## src/rtl/fetch_mem_ctrl.sv

```systemverilog
// fetch_mem_ctrl: shares one memory port between instruction fetch and MEM-stage data accesses
module fetch_mem_ctrl #(
    parameter int WAIT_MAX = 16
) (
    input  logic        clk,
    input  logic        rst,
    input  logic [31:0] pc,
    input  logic        branch_flag,
    input  logic [31:0] branch_target,
    output logic        stall_pc,
    output logic        pc_branch_flag,
    output logic [31:0] pc_branch_target,
    output logic        if_valid,
    output logic [31:0] if_inst,
    output logic [31:0] if_pc,
    input  logic        dreq,
    input  logic        dwe,
    input  logic [31:0] daddr,
    input  logic [31:0] dwdata,
    output logic        dack,
    output logic [31:0] drdata,
    output logic        mem_req,
    output logic        mem_we,
    output logic [31:0] mem_addr,
    output logic [31:0] mem_wdata,
    input  logic [31:0] mem_rdata,
    input  logic        mem_ready,
    output logic        bus_err
);
    localparam int CW = $clog2(WAIT_MAX + 1);
    typedef enum logic [1:0] {IDLE, IFETCH, DACCESS} state_t;
    state_t state, state_nxt;
    logic pending;
    logic [31:0] pend_tgt;
    logic [CW-1:0] wcnt;
    logic busy, is_data, fetch_done;
    // next state and port/handshake outputs; data only wins at a fetch boundary
    always_comb begin
        busy = state != IDLE;
        is_data = state == DACCESS;
        fetch_done = (state == IFETCH) & mem_ready;
        state_nxt = (state == IDLE || fetch_done) ? (dreq ? DACCESS : IFETCH)
                  : (is_data & mem_ready) ? IFETCH : state;
        mem_req = busy;
        mem_we = is_data & dwe;
        mem_addr = is_data ? daddr : pc;
        mem_wdata = is_data ? dwdata : '0;
        dack = is_data & mem_ready;
        drdata = dack ? mem_rdata : '0;
        stall_pc = ~fetch_done;
        pc_branch_flag = branch_flag | pending;
        pc_branch_target = branch_flag ? branch_target : pend_tgt;
    end
    // state, wait watchdog, fetched-instruction register and pending redirect
    always_ff @(posedge clk) begin
        if (rst) begin
            state <= IDLE;
            wcnt <= '0;
            bus_err <= 1'b0;
            if_valid <= 1'b0;
            if_inst <= '0;
            if_pc <= '0;
            pending <= 1'b0;
            pend_tgt <= '0;
        end else begin
            state <= state_nxt;
            wcnt <= (!busy || mem_ready) ? '0 : (wcnt == CW'(WAIT_MAX)) ? wcnt : wcnt + CW'(1);
            bus_err <= bus_err | (busy & ~mem_ready & (wcnt == CW'(WAIT_MAX - 1)));
            if_valid <= fetch_done;
            if_inst <= fetch_done ? mem_rdata : if_inst;
            if_pc <= fetch_done ? pc : if_pc;
            pending <= stall_pc & (pending | branch_flag);
            pend_tgt <= (stall_pc & branch_flag) ? branch_target : pend_tgt;
        end
    end
endmodule

```

## config.mk

```make
export PLATFORM = sky130hd
export DESIGN_NAME = fetch_mem_ctrl
export DESIGN_NICKNAME = d
export VERILOG_FILES = /design/src/rtl/fetch_mem_ctrl.sv
export SDC_FILE = /design/constraint.sdc
export NUM_CORES = 1
export LEC_CHECK = 0
export BUFFER_PORTS_ARGS = -buffer_cell sky130_fd_sc_hd__buf_2
export CAP_MARGIN = 0
export CORE_AREA = 2 2 140 142
export CTS_CLUSTER_SIZE = 25
export DETAILED_ROUTE_END_ITERATION = 6
export DIE_AREA = 0 0 142 144
export SETUP_SLACK_MARGIN = 0.05
export SLEW_MARGIN = 20
export SYNTH_ARGS = -nofsm -noshare
export SYNTH_HDL_FRONTEND = slang
export SYNTH_SLANG_ARGS = --single-unit
```

## constraint.sdc

```tcl
create_clock -name clk -period 2.1 [get_ports clk]
set_clock_uncertainty 0.1 [all_clocks]
set_input_delay 0.42 -clock clk [delete_from_list [all_inputs] [get_ports clk]]
set_output_delay 0.42 -clock clk [all_outputs]
set_load 0.05 [all_outputs]
```

# After elaboration in Yosys (flattened, before gate mapping)
# Cells that the tools add are included.
word_totals:
  output_inout_bits: 199
  reg_bits: 106
  input_bits: 166
  word_cells: 38
classes:
  n_mux: 7
  n_reduce_logical: 7
  add_sub_neg: 1
  bitwise_logic: 11
  eq_ne: 4
ops:
  columns: ["operator", "n"]
  rows:
  - ["$mux 32", 4]
  - ["$and 1x1->1", 7]
  - ["$mux 2", 3]
  - ["$add 5x1->5 const B", 1]
  - ["$eq 5x4->1 const B", 1]
  - ["$eq 5x5->1 const B", 1]
  - ["$reduce_bool 2->1", 2]
  - ["$eq 2x1->1 const B", 1]
  - ["$eq 2x2->1 const B", 1]
  - ["$logic_not 2->1", 1]
  - ["$logic_or 1x1->1", 2]
  - ["$not 1->1", 2]
  - ["$or 1x1->1", 2]
  - ["$reduce_or 2->1", 1]
  - ["$logic_not 1->1", 1]

# Longest topological paths before layout
# Gate-level depths: netlist of the first run.
depth:
  ltp_word: 4
  mapped_depth: 8
  mapped_depth_nobuf: 5

# Least setup slack after synthesis of the first run
# OpenSTA, ideal clock, no wires.
synth_timing:
  kind: "register to output"
  start: "register state[1]"
  end: "output port mem_wdata[11]"
  stages_incl_launch_ff: 6
  t_arrival_ps: 1444
  path_buffers: 3
  required_ps: 1580
  path_slack_ps: 136
  path_cell_list: "dfxtp_1 > nor2b_1 > buf_2 > buf_4 > clkbuf_1 > and2_1"
synth_via:
  elab_chain_cells: 2
synth_lines:
  columns: ["item", "line", "text"]
  rows:
  - ["start, declared", "32", "state_t state, state_nxt;"]
  - ["start signal, assigned", "66", "state <= state_nxt;"]
  - ["$eq 2x2->1", "40", "is_data = state == DACCESS;"]
  - ["$mux 32", "47", "mem_wdata = is_data ? dwdata : '0;"]
  - ["end, declared", "25", "output logic [31:0] mem_wdata,"]
# Every way passes these cells.

# Worst setup path after layout of the first run
layout_timing:
  start: "register state[1]"
  end: "output port mem_addr[20]"
layout_via:
  elab_chain_cells: 2
layout_lines:
  columns: ["item", "line", "text"]
  rows:
  - ["$eq 2x2->1", "40", null]
  - ["$mux 32", "46", "mem_addr = is_data ? daddr : pc;"]
  - ["end, declared", "24", "output logic [31:0] mem_addr,"]
# Every way passes these cells.

==> impl_metrics.tcl, run 1 <==
set metrics [dict create \
    synthFlopType "dfxtp_1" \
    fmax_mhz 452 \
    holdBufCountCts 0 \
    grt_pass1_wl_um 27900 \
    violations "setup timing" \
    drc 0 \
    rsz0062_at_grt "yes" \
    routedWlPerCell_um 16.5 \
    routed_wirelength_um 20000 \
    drtAntennaViolNets 0 \
    grt.overflow.total 0 \
    synthArstFlopShare_pct 0 \
    path_clk_slew_ps 80 \
    io_pins 365 \
    synth_top_area_cell "dfxtp_1" \
    drv_cap 0 \
    clock-root-buffer "clkbuf_16" \
    netlist_area_sq_mm 0.00521 \
    instances_no_fill 1214 \
    worstPathRequired_ps 1580 \
    grt_pass1_vias 5235 \
    rrSetupSlack_ps 310 \
    clkLatencyLatePin_ps 350 \
    yosys.area.top_type_share_pct 40.7 \
    grt_max_degree 98 \
    clock_path_buffers 2 \
    seqPwrFrac_pct 35.9 \
    switching_share_pct 36.7 \
    p_clk_share_pct 26.7 \
    finalHoldViolations 0 \
    synth_cell_types 33 \
    track_usage_pct 17.3 \
    startpoint_type "flop" \
    slew_headroom_pct 64.4 \
    h-tree-depth 3 \
    p_leak_uw 0.00412 \
    worst_slack_ps -111 \
    worst_pin_slew_ps 535 \
    path_class "reg -> out" \
    fin_area_sq_mm 0.00892 \
    power_frac_comb_pct 37.3 \
    drt-pass1-iter-count 4 \
    initial_utilization_pct 27.3 \
    fp.coreArea_sq_mm 0.0191 \
    finalPower_uw 5970 \
    cts_made_buffers 9 \
    hp-class "in -> reg" \
    netSwitchingPower_uw 2190 \
    die_area_sq_mm 0.0204 \
    avgViaCountPerCell 4.68 \
    setup_tns_ps -4320 \
    final.period_utilization_pct 105 \
    synth_edf_count 0 \
    cts_tree "done" \
    critPathMaxFanout 9 \
    slew_viol_final 0 \
    dp.cells 1179 \
    critical_path_arrival_ps 1690 \
    dpl_cell_area_sq_mm 0.00724 \
    max-vdd-ir-drop_mv 0.355 \
    holdPathStages 3 \
    area_growth_pct 71.2 \
    min_from "mem_rdata[14]" \
    clock-sinks 106 \
    avgSynthCellArea_sq_um 8.40 \
    status "complete, but fails checks" \
    port_buffers 364 \
    r2r_start "state[1]" \
    place_hpwl_um 12900 \
    die_h_um 144 \
    power_density_mw_per_mm2 670 \
    yosys_warnings 0 \
    setup_viol 81 \
    rows 51 \
    endpoint_kind "primary output" \
    ys_seq_elements 106 \
    synthesis.nets 789 \
    drive_gt1_share_pct 57.1 \
    drtIter0Drc 223 \
    synth-seq-area-share_pct 40.7 \
    p_int_uw 3780 \
    rr_worst_depth 6 \
    layout_min_cycle_time_ps 2210 \
    whs_endpoint "if_inst[14]" \
    synth_area_leaders "dfxtp_1 41%, mux2_2 14%, nand2_1 7.9%" \
    via_count 5684 \
    syn_inst 620 \
    die_w_um 142 \
    reg2reg_to "pend_tgt[7]" \
    routabilityCongestion 0.783 \
    fin_nets 1139 \
    antenna_found_initial 0 \
]
-- final cells by class --
class                           instances  area, sq um
Multi-Input combinational cell        447         2950
Sequential cell                       106         2120
Tap cell                              238          298
Antenna cell                            1         2.50
Inverter                                9         38.8
Fill cell                            1814        10200
Clock inverter                          6         48.8
Clock buffer                           10          229
Timing Repair Buffer                  397         3220
-- stage by stage --
stage | hold slack, ps | utilization (%) | worst slack [ps]
6_report | 215 | 46.7 | -111
5_1_grt | 203 | 46.7 | -177
4_1_cts | 187 | 43.8 | -121
3_5_place_dp | 344 | 37.9 | 201
3_3_place_gp | 338 | 37.9 | 231
2_1_floorplan | 351 | - | 136
-- per-layer routing --
| metal | track usage (%) | vias up | wire length, um |
|---|---|---|---|
| li1 | - | 2793 | - |
| met1 | 21.4 | 2638 | 8540 |
| met2 | 29.4 | 225 | 9820 |
| met3 | 4.50 | 28 | 1220 |
| met4 | 5.68 | 0 | 420 |
| met5 | 0 | - | 0 |
-- placed cells by master, fill, tap and decap left out, drive strengths merged, types with 4 or more instances in the layout --
cell      n
and2     34
a21oi    98
buf     390
inv      10
nand3    33
and3     33
dfxtp   106
clkbuf   16
o21ai    32
nand2   129
nor2      4
mux2     64
-- cell families after synthesis --
logic type	Yosys count	share of synthesized area [%]
DFF	106	40.7
adders and majority gates	3	0.721
AOI/OAI and AO/OA	132	14.2
xor gates and xnor gates	3	0.505
and+or+nand+nor	244	23.2
buffers and inverters	67	6.61
muxes	65	14.0
-- worst max-delay path by stage --
stage / startpoint / slack, ps / endpoint / depth (start not counted)
after global placement: state[0] / 230 / mem_addr[25] / 4
after detailed placement: state[0] / 200 / mem_addr[19] / 4
final: state[1] / -110 / mem_addr[20] / 5
after floorplan: state[1] / 140 / mem_wdata[11] / 5
after CTS: state[1] / -120 / mem_addr[19] / 5
after global routing: state[1] / -180 / mem_addr[26] / 5
-- cell usage after synthesis, types with 2 or more instances --
cell type  count
buf_1          2
buf_6          4
nand3_1       33
xnor2_1        2
and2_1        34
dfxtp_1      106
a21oi_2       20
nand2_1      109
mux2_2        64
o21ai_0       32
a21oi_1       78
and3_1        33
inv_1          8
nor2_1         4
clkbuf_1      26
buf_2         22
nand2_2       20
ha_1           3
or2_2          2
buf_4          2
buf_8          2
nor3_1         3
-- sequential cells by signal (all words and copies together) (netlist names) --
| name | count |
|---|---|
| pend_tgt | 32 |
| state | 2 |
| if_pc | 32 |
| if_valid | 1 |
| wcnt | 5 |
| pending | 1 |
| if_inst | 32 |
| bus_err | 1 |
-- critical path: stages (launching register included) --
cell     delay (ps)
dfxtp_2         330
nor2b_4         170
buf_12          170
buf_16          150
mux2_2          350
buf_6           160
-- power groups by stage --
stage | registers (uW) | logic (uW) | clock network, uW
after floorplan | 2350 | 1110 | 0
after global placement | 2190 | 1740 | 0
after detailed placement | 2190 | 1750 | 0
after CTS | 2150 | 2030 | 1690
after global routing | 2160 | 2330 | 1750
final | 2150 | 2230 | 1600
-- timing repair --
| action | in CTS | in global routing |
|---|---|---|
| resized for setup | 210 | 107 |
| setup buffers | 3 | 5 |
| endpoints found under the setup margin | 98 | 99 |
| cloned | 5 | 7 |
| pin swaps | 0 | 16 |
(Power assumes the default switching activity.)
==> run 2, diff against run 1 <==
--- a/config.mk
+++ b/config.mk
@@ -11,6 +11,7 @@
 export CTS_CLUSTER_SIZE = 25
 export DETAILED_ROUTE_END_ITERATION = 6
 export DIE_AREA = 0 0 142 144
+export PLACE_DENSITY_LB_ADDON = 0.1
 export SETUP_SLACK_MARGIN = 0.05
 export SLEW_MARGIN = 20
 export SYNTH_ARGS = -nofsm -noshare
==> run 2 against run 1 <==
  * The run still ends with setup timing left
  * Combinational power shrank 8%
  * Die area unchanged
  * Core utilization is 2.1 points lower
  * Fmax increased by 0.54%
  * Global-route usage up 0.54 points
  * First-iteration DRC count decreased by 40%
  * Largest power group is now registers
==> impl_metrics.tcl, run 2 (synthesized netlist as in run 1, its figures left out) <==
set metrics [dict create \
    fmax_mhz 455 \
    grt.overflow.total 0 \
    holdBufCountCts 0 \
    final_util_pct 44.6 \
    dp.cells 1182 \
    worstPathCellList "nor2b_4, buf_4, buf_16, mux2_2, buf_6" \
    die_w_um 142 \
    endpoint_kind "primary output" \
    cts_made_buffers 9 \
    initial_utilization_pct 27.3 \
    grt_pass1_vias 5478 \
    path_clk_slew_ps 70 \
    holdPathStages 3 \
    layout_min_cycle_time_ps 2200 \
    io_pins 365 \
    routedWlPerCell_um 15.8 \
    finalHoldViolations 0 \
    avgViaCountPerCell 4.62 \
    drtIter0Drc 134 \
    route.met2.wl_um 9620 \
    routed_wirelength_um 19100 \
    area_growth_pct 63.5 \
    min_from "mem_rdata[11]" \
    drive_gt1_share_pct 54.4 \
    die_area_sq_mm 0.0204 \
    p_leak_uw 0.00397 \
    power_density_mw_per_mm2 684 \
    drv_cap 0 \
    status "complete, but fails checks" \
    holdWs_ps 216 \
    port_buffers 364 \
    rr_worst_depth 6 \
    clock-root-buffer "clkbuf_16" \
    violations "setup timing" \
    h-tree-depth 3 \
    fin_nets 1136 \
    rrSetupSlack_ps 330 \
    final_cell_mix "264 x buf_2, 109 x nand2_1, 104 x dfxtp_1, 85 x buf_6, 78 x a21oi_1" \
    drt-met1-wl_um 7960 \
    reg2reg_to "pend_tgt[23]" \
    critical_path_arrival_ps 1680 \
    drc 0 \
    clock_path_buffers 2 \
    startpoint_type "flop" \
    worst_slack_ps -98.9 \
    grt_max_degree 49 \
    critPathMaxStageDelay_ps 350 \
    slew_viol_final 0 \
    path_class "reg -> out" \
    worstPathRequired_ps 1580 \
    track_usage_pct 17.9 \
    top_layer "met4" \
    critPathMaxFanout 19 \
    worst_pin_slew_ps 407 \
    drtAntennaViolNets 0 \
    die_h_um 144 \
    place_hpwl_um 13300 \
    max-vdd-ir-drop_mv 0.336 \
    slew_headroom_pct 72.8 \
    rsz0062_at_grt "yes" \
    cts_tree "done" \
    fp.coreArea_sq_mm 0.0191 \
    instances_no_fill 1210 \
    final_common_cell "buf_2" \
    routed-wl-met3_um 1310 \
    drt-pass1-iter-count 4 \
    reg_top3 "if_inst x32, if_pc x32, pend_tgt x32" \
    whs_endpoint "if_inst[11]" \
    dp_slack_ps 172 \
    setup_viol 33 \
    antenna_found_initial 0 \
    grt_pass1_wl_um 29000 \
    antenna_cells 0 \
    hp-class "in -> reg" \
    r2r_start "state[1]" \
    clkLatencyLatePin_ps 340 \
    final.period_utilization_pct 105 \
    via_count 5596 \
    cp_slowest_cell "mux2_2" \
    rows 51 \
    routabilityCongestion 0.736 \
    clock-sinks 106 \
]
-- run 2: cell type report --
type,count,area [sq um]
timing repair buffer,394,2950
fill,1946,10600
clock inverter,5,37.5
sequential,106,2120
multi-input combinational,447,2820
tap,238,298
clock buffer,11,243
inverter,9,38.8
-- run 2: critical path, delay by kind of cell (launching register included) --
family                 cells  cell delay [ps]
buffers and inverters      3              460
DFF                        1              330
muxes                      1              350
and+or+nand+nor            1              200
-- run 2: through the flow --
stage,TNS [ps],cell area [sq um],power (uW)
after global placement,0,7260,3950
after global routing,-5500,8510,6100
after detailed placement,0,7260,3950
final,-2530,8510,5820
after floorplan,0,5210,3460
after CTS,-3620,8240,5830
-- run 2: how the worst max path moves through the flow --
stage / start / slack, ps / end
floorplan: state[1] / 140 / mem_wdata[11]
global placement: mem_ready / 200 / if_inst[30]
detailed placement: state[0] / 170 / mem_addr[5]
CTS: state[1] / -140 / mem_addr[26]
global route: state[0] / -170 / mem_addr[9]
finish: state[1] / -100 / mem_addr[9]
-- run 2: metal layers --
metal  vias to the layer above  track usage (%)
li1                       2792                -
met4                         0             5.16
met5                         -                0
met1                      2581             21.2
met3                        15             4.44
met2                       208             31.9
-- run 2: repair_timing --
action | CTS | global route
buffers inserted | 3 | 4
resized for setup | 196 | 51
endpoints found under the hold margin | 0 | 0
endpoints found under the setup margin | 98 | 98
cloned | 3 | 2
-- run 2: where the power goes --
group | internal (uW) | switching [uW]
logic | 752 | 1310
registers | 2100 | 45.0
clock network | 843 | 773
